==> src/rtl/mic1_io_pkg.sv <==
// Shared types and defaults for the MIC-1 push-button front end.
// The channel state enum is visible at the top level for debug and checkers.
package mic1_io_pkg;

   typedef enum logic [1:0] {
      REL        = 2'd0,
      PRESS_WAIT = 2'd1,
      HELD       = 2'd2,
      REL_WAIT   = 2'd3
   } btn_state_t;

   localparam int DEBOUNCE_MAX_DEF = 511;
   localparam int LONG_MAX_DEF     = 6000000;

   // Counter width able to hold 0..max_val; never narrower than one bit.
   function automatic int cnt_width(input int max_val);
      return (max_val < 1) ? 1 : $clog2(max_val + 1);
   endfunction

endpackage

==> src/rtl/btn_channel.sv <==
// One button channel: two-flop synchroniser, debounce FSM with its counter,
// registered press/release strobes and a one-shot long-press strobe.
module btn_channel
   import mic1_io_pkg::*;
#(
   parameter int DEBOUNCE_MAX = DEBOUNCE_MAX_DEF,
   parameter int LONG_MAX     = LONG_MAX_DEF
) (
   input  logic       clk_i,
   input  logic       reset_i,
   input  logic       pin_i,
   output logic       level_o,
   output logic       press_o,
   output logic       release_o,
   output logic       long_o,
   output btn_state_t state_o
);

   localparam int DW = cnt_width(DEBOUNCE_MAX);
   localparam int HW = cnt_width(LONG_MAX);

   logic          s0_q;
   logic          s1_q;
   btn_state_t    state_q, state_d;
   logic [DW-1:0] dcnt_q, dcnt_d;
   logic [HW-1:0] hcnt_q, hcnt_d;
   logic          press_q, press_d;
   logic          release_q, release_d;
   logic          long_q, long_d;

   always_ff @(posedge clk_i) begin
      if (reset_i) begin
         s0_q      <= 1'b0;
         s1_q      <= 1'b0;
         state_q   <= REL;
         dcnt_q    <= '0;
         hcnt_q    <= '0;
         press_q   <= 1'b0;
         release_q <= 1'b0;
         long_q    <= 1'b0;
      end else begin
         s0_q      <= pin_i;
         s1_q      <= s0_q;
         state_q   <= state_d;
         dcnt_q    <= dcnt_d;
         hcnt_q    <= hcnt_d;
         press_q   <= press_d;
         release_q <= release_d;
         long_q    <= long_d;
      end
   end

   // dcnt counts consecutive cycles on which s1 disagrees with the debounced level.
   always_comb begin
      state_d   = state_q;
      dcnt_d    = '0;
      press_d   = 1'b0;
      release_d = 1'b0;
      case (state_q)
         REL: begin
            if (s1_q) begin
               state_d = PRESS_WAIT;
               dcnt_d  = DW'(1);
            end
         end
         PRESS_WAIT: begin
            if (!s1_q) begin
               state_d = REL;
            end else if (dcnt_q == DW'(DEBOUNCE_MAX)) begin
               state_d = HELD;
               press_d = 1'b1;
            end else begin
               dcnt_d = dcnt_q + DW'(1);
            end
         end
         HELD: begin
            if (!s1_q) begin
               state_d = REL_WAIT;
               dcnt_d  = DW'(1);
            end
         end
         REL_WAIT: begin
            if (s1_q) begin
               state_d = HELD;
            end else if (dcnt_q == DW'(DEBOUNCE_MAX)) begin
               state_d   = REL;
               release_d = 1'b1;
            end else begin
               dcnt_d = dcnt_q + DW'(1);
            end
         end
         default: state_d = REL;
      endcase
   end

   // hcnt saturates at LONG_MAX so the strobe fires only on the way up.
   always_comb begin
      hcnt_d = '0;
      long_d = 1'b0;
      if (state_q == HELD || state_q == REL_WAIT) begin
         hcnt_d = hcnt_q;
         if (hcnt_q != HW'(LONG_MAX)) begin
            hcnt_d = hcnt_q + HW'(1);
         end
         long_d = (hcnt_q == HW'(LONG_MAX - 1));
      end
   end

   assign level_o   = (state_q == HELD) || (state_q == REL_WAIT);
   assign press_o   = press_q;
   assign release_o = release_q;
   assign long_o    = long_q;
   assign state_o   = state_q;

endmodule

==> src/rtl/button_conditioner.sv <==
// Push-button front end for the MIC-1 run/step/stop control: NUM_BTN
// independent debounced channels with press, release and long-press strobes.
module button_conditioner
   import mic1_io_pkg::*;
#(
   parameter int NUM_BTN      = 3,
   parameter int DEBOUNCE_MAX = DEBOUNCE_MAX_DEF,
   parameter int LONG_MAX     = LONG_MAX_DEF,
   parameter bit ACTIVE_LOW   = 1'b0
) (
   input  logic                     clk_i,
   input  logic                     reset_i,
   input  logic       [NUM_BTN-1:0] btn_raw_i,
   output logic       [NUM_BTN-1:0] level_o,
   output logic       [NUM_BTN-1:0] press_o,
   output logic       [NUM_BTN-1:0] release_o,
   output logic       [NUM_BTN-1:0] long_o,
   output btn_state_t [NUM_BTN-1:0] dbg_state_o
);

   if (DEBOUNCE_MAX < 1) begin : g_bad_debounce
      $error("button_conditioner: DEBOUNCE_MAX must be >= 1");
   end
   if (LONG_MAX < 1) begin : g_bad_long
      $error("button_conditioner: LONG_MAX must be >= 1");
   end

   // Pressed is always 1 from here on, whatever the board wiring.
   logic [NUM_BTN-1:0] pin_pressed;
   assign pin_pressed = ACTIVE_LOW ? ~btn_raw_i : btn_raw_i;

   for (genvar i = 0; i < NUM_BTN; i++) begin : g_chan
      btn_channel #(
         .DEBOUNCE_MAX(DEBOUNCE_MAX),
         .LONG_MAX    (LONG_MAX)
      ) u_chan (
         .clk_i    (clk_i),
         .reset_i  (reset_i),
         .pin_i    (pin_pressed[i]),
         .level_o  (level_o[i]),
         .press_o  (press_o[i]),
         .release_o(release_o[i]),
         .long_o   (long_o[i]),
         .state_o  (dbg_state_o[i])
      );
   end

endmodule

==> config.mk <==
export PLATFORM = sky130hd
export DESIGN_NAME = button_conditioner
export DESIGN_NICKNAME = d
export VERILOG_FILES = /design/src/rtl/mic1_io_pkg.sv /design/src/rtl/btn_channel.sv /design/src/rtl/button_conditioner.sv
export SDC_FILE = /design/constraint.sdc
export NUM_CORES = 1
export LEC_CHECK = 0
export BUFFER_PORTS_ARGS = -buffer_cell sky130_fd_sc_hd__buf_2
export CAP_MARGIN = 15
export CORE_ASPECT_RATIO = 2
export CORE_MARGIN = 5
export CORE_UTILIZATION = 40
export CTS_BUF_LIST = sky130_fd_sc_hd__clkbuf_4 sky130_fd_sc_hd__clkbuf_8
export CTS_CLUSTER_SIZE = 28
export DETAILED_ROUTE_END_ITERATION = 16
export GPL_ROUTABILITY_DRIVEN = 0
export PLACE_DENSITY_LB_ADDON = 0.08
export SYNTH_ARGS = -nofsm -noshare
export SYNTH_HDL_FRONTEND = slang
export SYNTH_SLANG_ARGS = --single-unit
==> constraint.sdc <==
create_clock -name clk_i -period 3.77 [get_ports clk_i]
set_input_delay 0.754 -clock clk_i [delete_from_list [all_inputs] [get_ports clk_i]]
set_output_delay 0.754 -clock clk_i [all_outputs]
set_load 0.05 [all_outputs]
* After elaboration in Yosys (flattened, before gate mapping)
Index checks and enable logic that the tools add are counted.
Word-level totals: bits in registers 117, latch bits 0, memory bits (writable) 0, memory bits (read-only) 0, output and inout port bits 18, memories kept 0
Operators by class: add/subtract/negate cells 6, multiply operators 0, div/mod/pow operators 0, $lt $le $gt $ge 0, eq/ne operators 30, shift-type cells 0, multiplexer cells 42, bitwise logic cells 12, reduce and logical (&&, ||, !) cells 18
Operators with widths (number):
- case mux 9 bit (4 select lines) | 3
- two-way mux 9 bit | 9
- adder 23 x 1 -> 23 bit (second input constant) | 3
- == test 23 bit (second input constant) | 3
- != test 23 bit (second input constant) | 3
- two-way mux 2 bit | 18
- adder 9 x 1 -> 9 bit (second input constant) | 3
- == test 9 bit (second input constant) | 3
- case mux 2 bit (4 select lines) | 3
- OR reduction 3 bit | 6
- == test 2 bit (second input constant) | 6
- NOT 1 bit | 12
- AND reduction 4 bit | 3
- two-way mux 1 bit | 9
- != test 3 x 1 -> 1 bit (second input constant) | 3
- != test 3 bit (second input constant) | 3
- == test 2 x 1 -> 1 bit (second input constant) | 3
- logical NOT 2 bit | 3
- != test 2 x 1 -> 1 bit (second input constant) | 3
- != test 2 bit (second input constant) | 3
- OR reduction 2 bit | 3
- logical OR 1 bit | 3

* Longest topological paths before layout
Gate-level depths: netlist (run 1).
depth after elaboration 4, mapped depth 8, mapped depth without buffers 8

* Hierarchy
From an unflattened synthesis (run 1), not the netlist that was laid out.
Unflattened totals: cell total of the unflattened synthesis 566, area total of the unflattened synthesis 5186.2 um^2
By module, submodules not included:
- btn_channel (g_chan[0].u_chan ...) | times used 2, cells each 192, area each 1741.7 um^2, seq. area each 780.7 um^2
- btn_channel (g_chan[2].u_chan) | times used 1, cells each 182, area each 1702.9 um^2, seq. area each 780.7 um^2

* Least setup slack after synthesis (run 1)
No wires, ideal clock.
path type register to register, from register g_chan[0].u_chan.hcnt_q[0], to register g_chan[0].u_chan.hcnt_q[20], setup time 59 ps, data arrival time 1868 ps, required time 3711 ps, slack 1843 ps, cell stages (with the launch flop) 7, path buffers 1, period minus slack after synthesis 1927 ps, cell sequence dfxtp_1 -> ha_1 -> nand4_1 -> or4_1 -> clkbuf_1 -> or4_1 -> nand2_1
On the way: longest elaborated chain between the ends 1
RTL lines:
- start: declaration | line btn_channel.sv:26 | logic [HW-1:0] hcnt_q, hcnt_d;
- start signal: assignment | line btn_channel.sv:46 | hcnt_q <= hcnt_d;
- adder 23 x 1 -> 23 bit or != test 23 bit (tied branches) | line btn_channel.sv:103, btn_channel.sv:102
Parallel ways exist; a longest one is shown, timed or not. A chain may end at the register's enable or synchronous reset.

* Worst setup path in the final report (run 1)
from register g_chan[0].u_chan.hcnt_q[1], to register g_chan[0].u_chan.hcnt_q[22]
The elaborated chain is that of the path after synthesis.

==> results.md, run 1 <==
- Synthesized area: between 5000 and 6000 sq um
- Final WL: 11010 um
- FMAX: between 400 and 500 MHz
- Residual DRC: 0
- Max Slew Vio Count: 0
- Largest net degree at the start of global routing: 26
- Fin nets: 627
- Max incr delay on CP: between 0.6 and 0.7 ns
- ANT nets after route: 0
- Crit path to: g_chan[0].u_chan.hcnt_q[22]
- Startpoint types: register
- Synth Net Count: a little over 600
- Flop and latch count out of synthesis: approximately 120
- Count of final hold-check violations: 0
- DIE HEIGHT: around 170 um
- Ratio of cells with drive above 1 in the final layout: 0.09470
- Post-synth EDFFs: 0
- Minimum clock period: ~2.3 ns
- FF-to-FF Start: g_chan[0].u_chan.hcnt_q[1]
- Root Driver: clkbuf_8
- PwrDens: a little over 400 nW/um^2
- First-pass GRT wire length: about 19000 um
- Starting density of the core: 0.4078
- Max-cap violation count: 0
- Post-CTS Setup Inserts: 0
- CTS H-tree lvls: 4
- Io pins: 23
- Crit Path Class: reg -> reg
- Register area share after synthesis: 0.4420
- Post-synth top flop: dfxtp_1
- Clock Latency Late Sink: 0.43 ns
- Hold Path Class: reg -> reg
- Crit path depth: 5
- Max Used Layer: met4
- Die Wd: just over 90 um
- Synth unique cells: 44
- Delay-heaviest family, CP: simple AND/OR/NAND/NOR gates
- Final Power: 2.414 mW
- R2r endpoint: g_chan[0].u_chan.hcnt_q[22]
- Crit-path cells: ha_1 -> nand4_1 -> or4_1 -> or4_1 -> a21oi_1
- RSZ-0062 raised after global routing: false
- Status: completed
- Slowest CP cell: or4_1
- Skew final: between 0.01 and 0.015 ns
- Clk buf depth: 2
- Final setup vio count: 0
- CTS tree: done
- Critical Path RT: 4.11 ns
- Routed met3 length: between 300 and 400 um
- Clock transition at the registers of the reported paths: ~0.070 ns
- # rows: 59
- CP arrival: approximately 2.6 ns
- Wirelength per Cell: 14.20 um
- CP dominant cell by count: or4_1
- Post-synthesis async set-or-reset flop share: 0
- Via Count: between 4000 and 5000
- Peak supply drop: about 0.00025 V
- Post-CTS Resized: 0
- Die area: between 15000 and 20000 sq um
- CORE AREA: ~13000 sq um
- Antenna cell count: 0
- Overflow after GRT: 0
- DP Wirelength: slightly below 8000 um
- CTS Sinks: 117
- PortBufs: 22
- CP Buf/Inv Count: 0
- Vias in the first global route: around 4200
- Reg-to-reg slack, setup: ~1.5 ns
- GR Util All Layers: 0.1460
- Static Leak: 1.886 nW
- Antenna violations before repair: 0
- Reg2Reg Depth: 5
- DR WL met2: 6088 um
- Worst setup path startpoint: g_chan[0].u_chan.hcnt_q[1]
- Synth warn: 0
- CTS buffer count: 17
- M1 wire length: 4355 um
- Period utilization: 0.6056
- Hold buffers post-CTS: 0
- Cells after synthesis: around 600
- Vias/cell: 5.542
- Drt pass-1 iters: 4
- Avg Cell Area, Syn: between 8 and 9 sq um
- Setup TNS Final: 0 ns
- Crit-path max FO: 11
- Initial DRC count: 144
- Crit. End Element: register
- Slew HR: 0.3446
- Worst-margin pin slew: around 0.98 ns
- Synthesis-to-finish area growth: 9.705%
[cell usage in the layout (no fill, tap or decap), types with 2 or more instances in the layout]
cell type / count
or4_1: 13
mux2i_1: 2
o31ai_1: 11
nand3_1: 31
a21boi_0: 3
clkinvlp_4: 3
a41o_1: 2
nand3b_1: 3
inv_1: 17
and3_1: 16
nor3_1: 17
clkbuf_8: 18
nor4bb_1: 2
nor2b_1: 14
buf_2: 22
nor3b_1: 4
clkinv_4: 5
nor2_1: 57
nor4b_1: 2
xor2_1: 26
nand2_1: 39
nand4_1: 25
nand2b_1: 10
clkinv_2: 2
or3_1: 14
dfxtp_1: 117
nor4_1: 5
a31oi_1: 2
a21oi_1: 40
or4b_2: 2
xnor2_1: 22
and4_1: 17
inv_6: 2
bufinv_16: 2
ha_1: 12
nand4b_1: 4
o21ai_0: 22
and2_1: 8
[stage by stage]
| stage | setup slack [ns] | hold WS, ns | util | instances | instance area, sq um |
|---|---|---|---|---|---|
| 3_3_place_gp | 1.321 | 0.4185 | 0.4165 | 743 | 5411 |
| 4_1_cts | 1.471 | 0.4545 | 0.4474 | 775 | 5813 |
| 3_5_place_dp | 1.297 | 0.4361 | 0.4165 | 743 | 5411 |
| 6_report | 1.487 | 0.4439 | 0.4474 | 775 | 5813 |
| 5_1_grt | 1.350 | 0.4712 | 0.4474 | 775 | 5813 |
| 2_1_floorplan | 1.843 | 0.4138 | - | 605 | 5299 |
[routing by layer]
layer  up-vias  track usage
met1      2051       0.1497
li1       2175            -
met2        52       0.2742
met3        17      0.04217
met4         0      0.04896
met5         -            0
[flip-flops by register name (all words and copies together) (netlist names), named ones only]
name / count
g_chan.u_chan.press_o: 3
g_chan.u_chan.state_o: 3
g_chan.u_chan.release_o: 3
g_chan.u_chan.hcnt_q: 69
g_chan.u_chan.s0_q: 3
g_chan.u_chan.long_o: 3
g_chan.u_chan.s1_q: 3
g_chan.u_chan.dcnt_q: 27
[where the power goes]
group          internal (mW)  leakage, nW  switching [mW]
sequential              1.24        0.944         0.00399
clock                  0.610        0.196           0.544
combinational        0.00655        0.747         0.00937
[how the worst min path moves through the flow]
| stage | from | endpoint | slack [ns] | cells after the start |
|---|---|---|---|---|
| after detailed placement | g_chan[1].u_chan.s0_q | g_chan[1].u_chan.s1_q | 0.44 | 1 |
| after CTS | g_chan[1].u_chan.s0_q | g_chan[1].u_chan.s1_q | 0.45 | 1 |
| after global routing | g_chan[1].u_chan.s0_q | g_chan[1].u_chan.s1_q | 0.47 | 1 |
| final | g_chan[1].u_chan.s0_q | g_chan[1].u_chan.s1_q | 0.44 | 1 |
| after global placement | g_chan[1].u_chan.s0_q | g_chan[1].u_chan.s1_q | 0.42 | 1 |
| after floorplan | g_chan[0].u_chan.s0_q | g_chan[0].u_chan.s1_q | 0.41 | 1 |
[synthesized netlist by cell type (11+ instances only)]
master	instances	area share
nor2b_1	14	0.017
a21oi_1	40	0.038
dfxtp_1	117	0.44
and4_1	17	0.028
o31ai_1	11	0.016
nand2_1	39	0.028
and3_1	16	0.019
or4_1	13	0.018
inv_1	17	0.012
o21ai_0	22	0.021
nand4_1	25	0.030
ha_1	12	0.028
clkbuf_1	23	0.016
buf_4	12	0.017
xnor2_1	22	0.036
nor3_1	17	0.016
or3_1	14	0.017
nor2_1	57	0.040
nand3_1	31	0.029
xor2_1	26	0.043
[kinds of logic after synthesis]
group | count (synthesis) | share of synthesized area
AO/OA/AOI/OAI | 86 | 0.09445
flip-flops | 117 | 0.4420
XOR/XNOR | 48 | 0.07934
AND/OR/NAND/NOR | 287 | 0.3046
adder cells (fa/ha/maj) | 12 | 0.02833
buffers and inverters | 53 | 0.04746
multiplexers | 2 | 0.003778
[worst reg2reg max path, stage by stage, from the launching register on]
cell     delay, ns
dfxtp_1       0.39
ha_1          0.25
nand4_1       0.13
or4_1         0.69
or4_1         0.56
a21oi_1       0.17
[area by class of cell]
type / instances / area, sq um
Fill cell: 1328 / 7179
Multi-Input combinational cell: 435 / 2705
Sequential cell: 117 / 2342
Clock buffer: 18 / 247.7
Tap cell: 152 / 190.2
Clock inverter: 14 / 153.9
Timing Repair Buffer: 22 / 110.1
Inverter: 17 / 63.81
(Power assumes the default switching activity.)
==> run 2, diff against run 1 <==
clock period = 2.4 ns   (was 3.77 ns; I/O delays follow)
==> run 2 against run 1 <==
Sequential share of layout area fell by 0.77 points; maximum frequency rose by 8.2%; die area did not move; power rose by 66%; register-to-register slack got worse by 1.2 ns; non-clock buffer count rose by 9; highest routed layer unchanged; core utilization rose by 0.87 points; hold slack got worse by 0.17 ns; routed wire length rose by 3.9%; via count rose by 0.98%.
==> results.md, run 2 (synthesis results as in run 1) <==
- Status: completed
- Placed insts: 752 (+1.2%)
- GR Util All Layers: 0.1500 (+0.004073)
- Max incr delay on CP: 0.60 ns (-0.09 ns)
- Register bank with the most flops: g_chan.u_chan.hcnt_q
- Minimum clock period: 2.109 ns (-0.1738 ns)
- Initial DRC count: 126 (-13%)
- Final WL: 11440 um (+3.9%)
- Slew HR: 0.5474 (+0.2028)
- Post-CTS Setup Inserts: 0 (unchanged)
- Slowest CP cell: or4_1
- # rows: 59 (unchanged)
- Largest register FFs: 69 (unchanged)
- Period utilization: 0.8789 (+0.2733)
- Max Slew Vio Count: 0 (unchanged)
- Count of final hold-check violations: 0 (unchanged)
- Ratio of cells with drive above 1 in the final layout: 0.1076 (+0.01289)
- DIE HEIGHT: 172.8 um (unchanged)
- CP Buf/Inv Count: 1 (+1)
- CP arrival: 2.46 ns (-0.16 ns)
- Most common cell after layout, fill and taps aside: dfxtp_1
- Post-route insts no fill: 784 (+1.2%)
- Antenna cell count: 0 (unchanged)
- CTS tree: done
- First-pass GRT wire length: 19780 um (+3.0%)
- Util after Layout: 0.4561 (+0.008667)
- Synthesis-to-finish area growth: 11.83%
- Fillers: 1295 (-2.5%)
- Crit. End Element: register
- Residual DRC: 0 (unchanged)
- RSZ-0062 raised after global routing: false
- Placed cell areas: 5479 sq um (+1.2%)
- Critical Path RT: 2.75 ns (-1.36 ns)
- Static Leak: 1.943 nW (+3.0%)
- Skew final: 0.01132 ns (-0.001339 ns)
- HP Start: btn_raw_i[0]
- Worst setup slack after layout: 0.2907 ns (-1.196 ns)
- Clock transition at the registers of the reported paths: 0.08 ns (about the same)
- Die Wd: 91.39 um (unchanged)
- Largest net degree at the start of global routing: 25 (-3.8%)
- Vias in the first global route: 4326 (+2.1%)
- Worst-margin pin slew: 0.6789 ns (-0.3042 ns)
- Pre-CTS setup slack: 0.2945 ns (-1.003 ns)
- Die area: 15790 sq um (unchanged)
- Fin nets: 636 (+1.4%)
- Worst setup path startpoint: g_chan[0].u_chan.hcnt_q[0]
- Via Count: 4337 (+0.98%)
- PwrDens: 675.0 nW/um^2 (+63%)
- Most frequent cells in the layout: 117 x dfxtp_1, 57 x nor2_1, 40 x a21oi_1, 39 x nand2_1, 31 x nand3_1
- Post-CTS Resized: 0 (unchanged)
- CORE AREA: 12990 sq um (unchanged)
- Clk buf depth: 2 (unchanged)
- Crit-path cells: ha_1 -> nand4_1 -> or4_1 -> buf_4 -> or3_1 -> a21oi_1
- Delay-heaviest family, CP: simple AND/OR/NAND/NOR gates
- FMAX: 474.1 MHz (+8.2%)
- Hold buffers post-CTS: 0 (unchanged)
- Final setup vio count: 0 (unchanged)
- Antenna violations before repair: 0 (unchanged)
- Biggest regs: g_chan.u_chan.hcnt_q x69, g_chan.u_chan.dcnt_q x27
- Startpoint types: register
- ANT nets after route: 0 (unchanged)
- Crit Path Class: reg -> reg
- CTS buffer count: 17 (unchanged)
- Io pins: 23 (unchanged)
- Hold Path Class: in -> reg
- Overflow after GRT: 0 (unchanged)
- CTS H-tree lvls: 4 (unchanged)
- CTS Sinks: 117 (unchanged)
- Clock Latency Late Sink: 0.42 ns (about the same)
- Peak supply drop: 0.0004347 V (+72%)
- Setup TNS Final: 0 ns (unchanged)
- FF-to-FF Start: g_chan[0].u_chan.hcnt_q[0]
- Starting density of the core: 0.4078 (unchanged)
- Fin area: 5926 sq um (+1.9%)
- Root Driver: clkbuf_8
- PortBufs: 22 (unchanged)
- DP Wirelength: 8390 um (+5.7%)
- Crit-path max FO: 6 (-5)
- Vias/cell: 5.532 (-0.18%)
- Drt pass-1 iters: 4 (unchanged)
- Wirelength per Cell: 14.59 um (+2.7%)
- Max-cap violation count: 0 (unchanged)
[run 2: final cells by class]
class	count	area [sq um]	share of cell area
well taps	152	190.2	0.03209
flip-flops and latches	117	2342	0.3953
multi-input cells	435	2705	0.4565
clock inverters	14	198.9	0.03357
clock buffers	18	247.7	0.04181
inverters	17	63.81	0.01077
repair buffers	31	177.7	0.02998
[run 2: final timing paths]
path / endpoint / slack, ns / cells past startpoint
setup / recovery: g_chan[0].u_chan.hcnt_q[16] / 0.29 / 6
hold reg to reg: g_chan[0].u_chan.s1_q / 0.45 / 1
hold / removal: g_chan[0].u_chan.s0_q / 0.27 / 2
setup reg to reg: g_chan[0].u_chan.hcnt_q[16] / 0.29 / 6
[run 2: routing by layer]
layer	wire length, um	global-route usage
met1	4424	0.1527
met2	6359	0.2832
met3	372	0.03174
met4	278	0.06671
met5	0	0
[run 2: stage by stage]
stage | hold slack, ns | power [mW]
2_1_floorplan | 0.4138 | 2.015
3_3_place_gp | 0.4298 | 2.026
3_5_place_dp | 0.4371 | 2.026
4_1_cts | 0.2370 | 4.067
5_1_grt | 0.2429 | 4.154
6_report | 0.2711 | 4.000
[run 2: power breakdown]
group | internal (mW) | switching (mW) | leakage (nW)
Clock | 1.17 | 0.849 | 0.212
Sequential | 1.95 | 0.00620 | 0.944
Combinational | 0.0113 | 0.0152 | 0.787
Total | 3.13 | 0.871 | 1.94
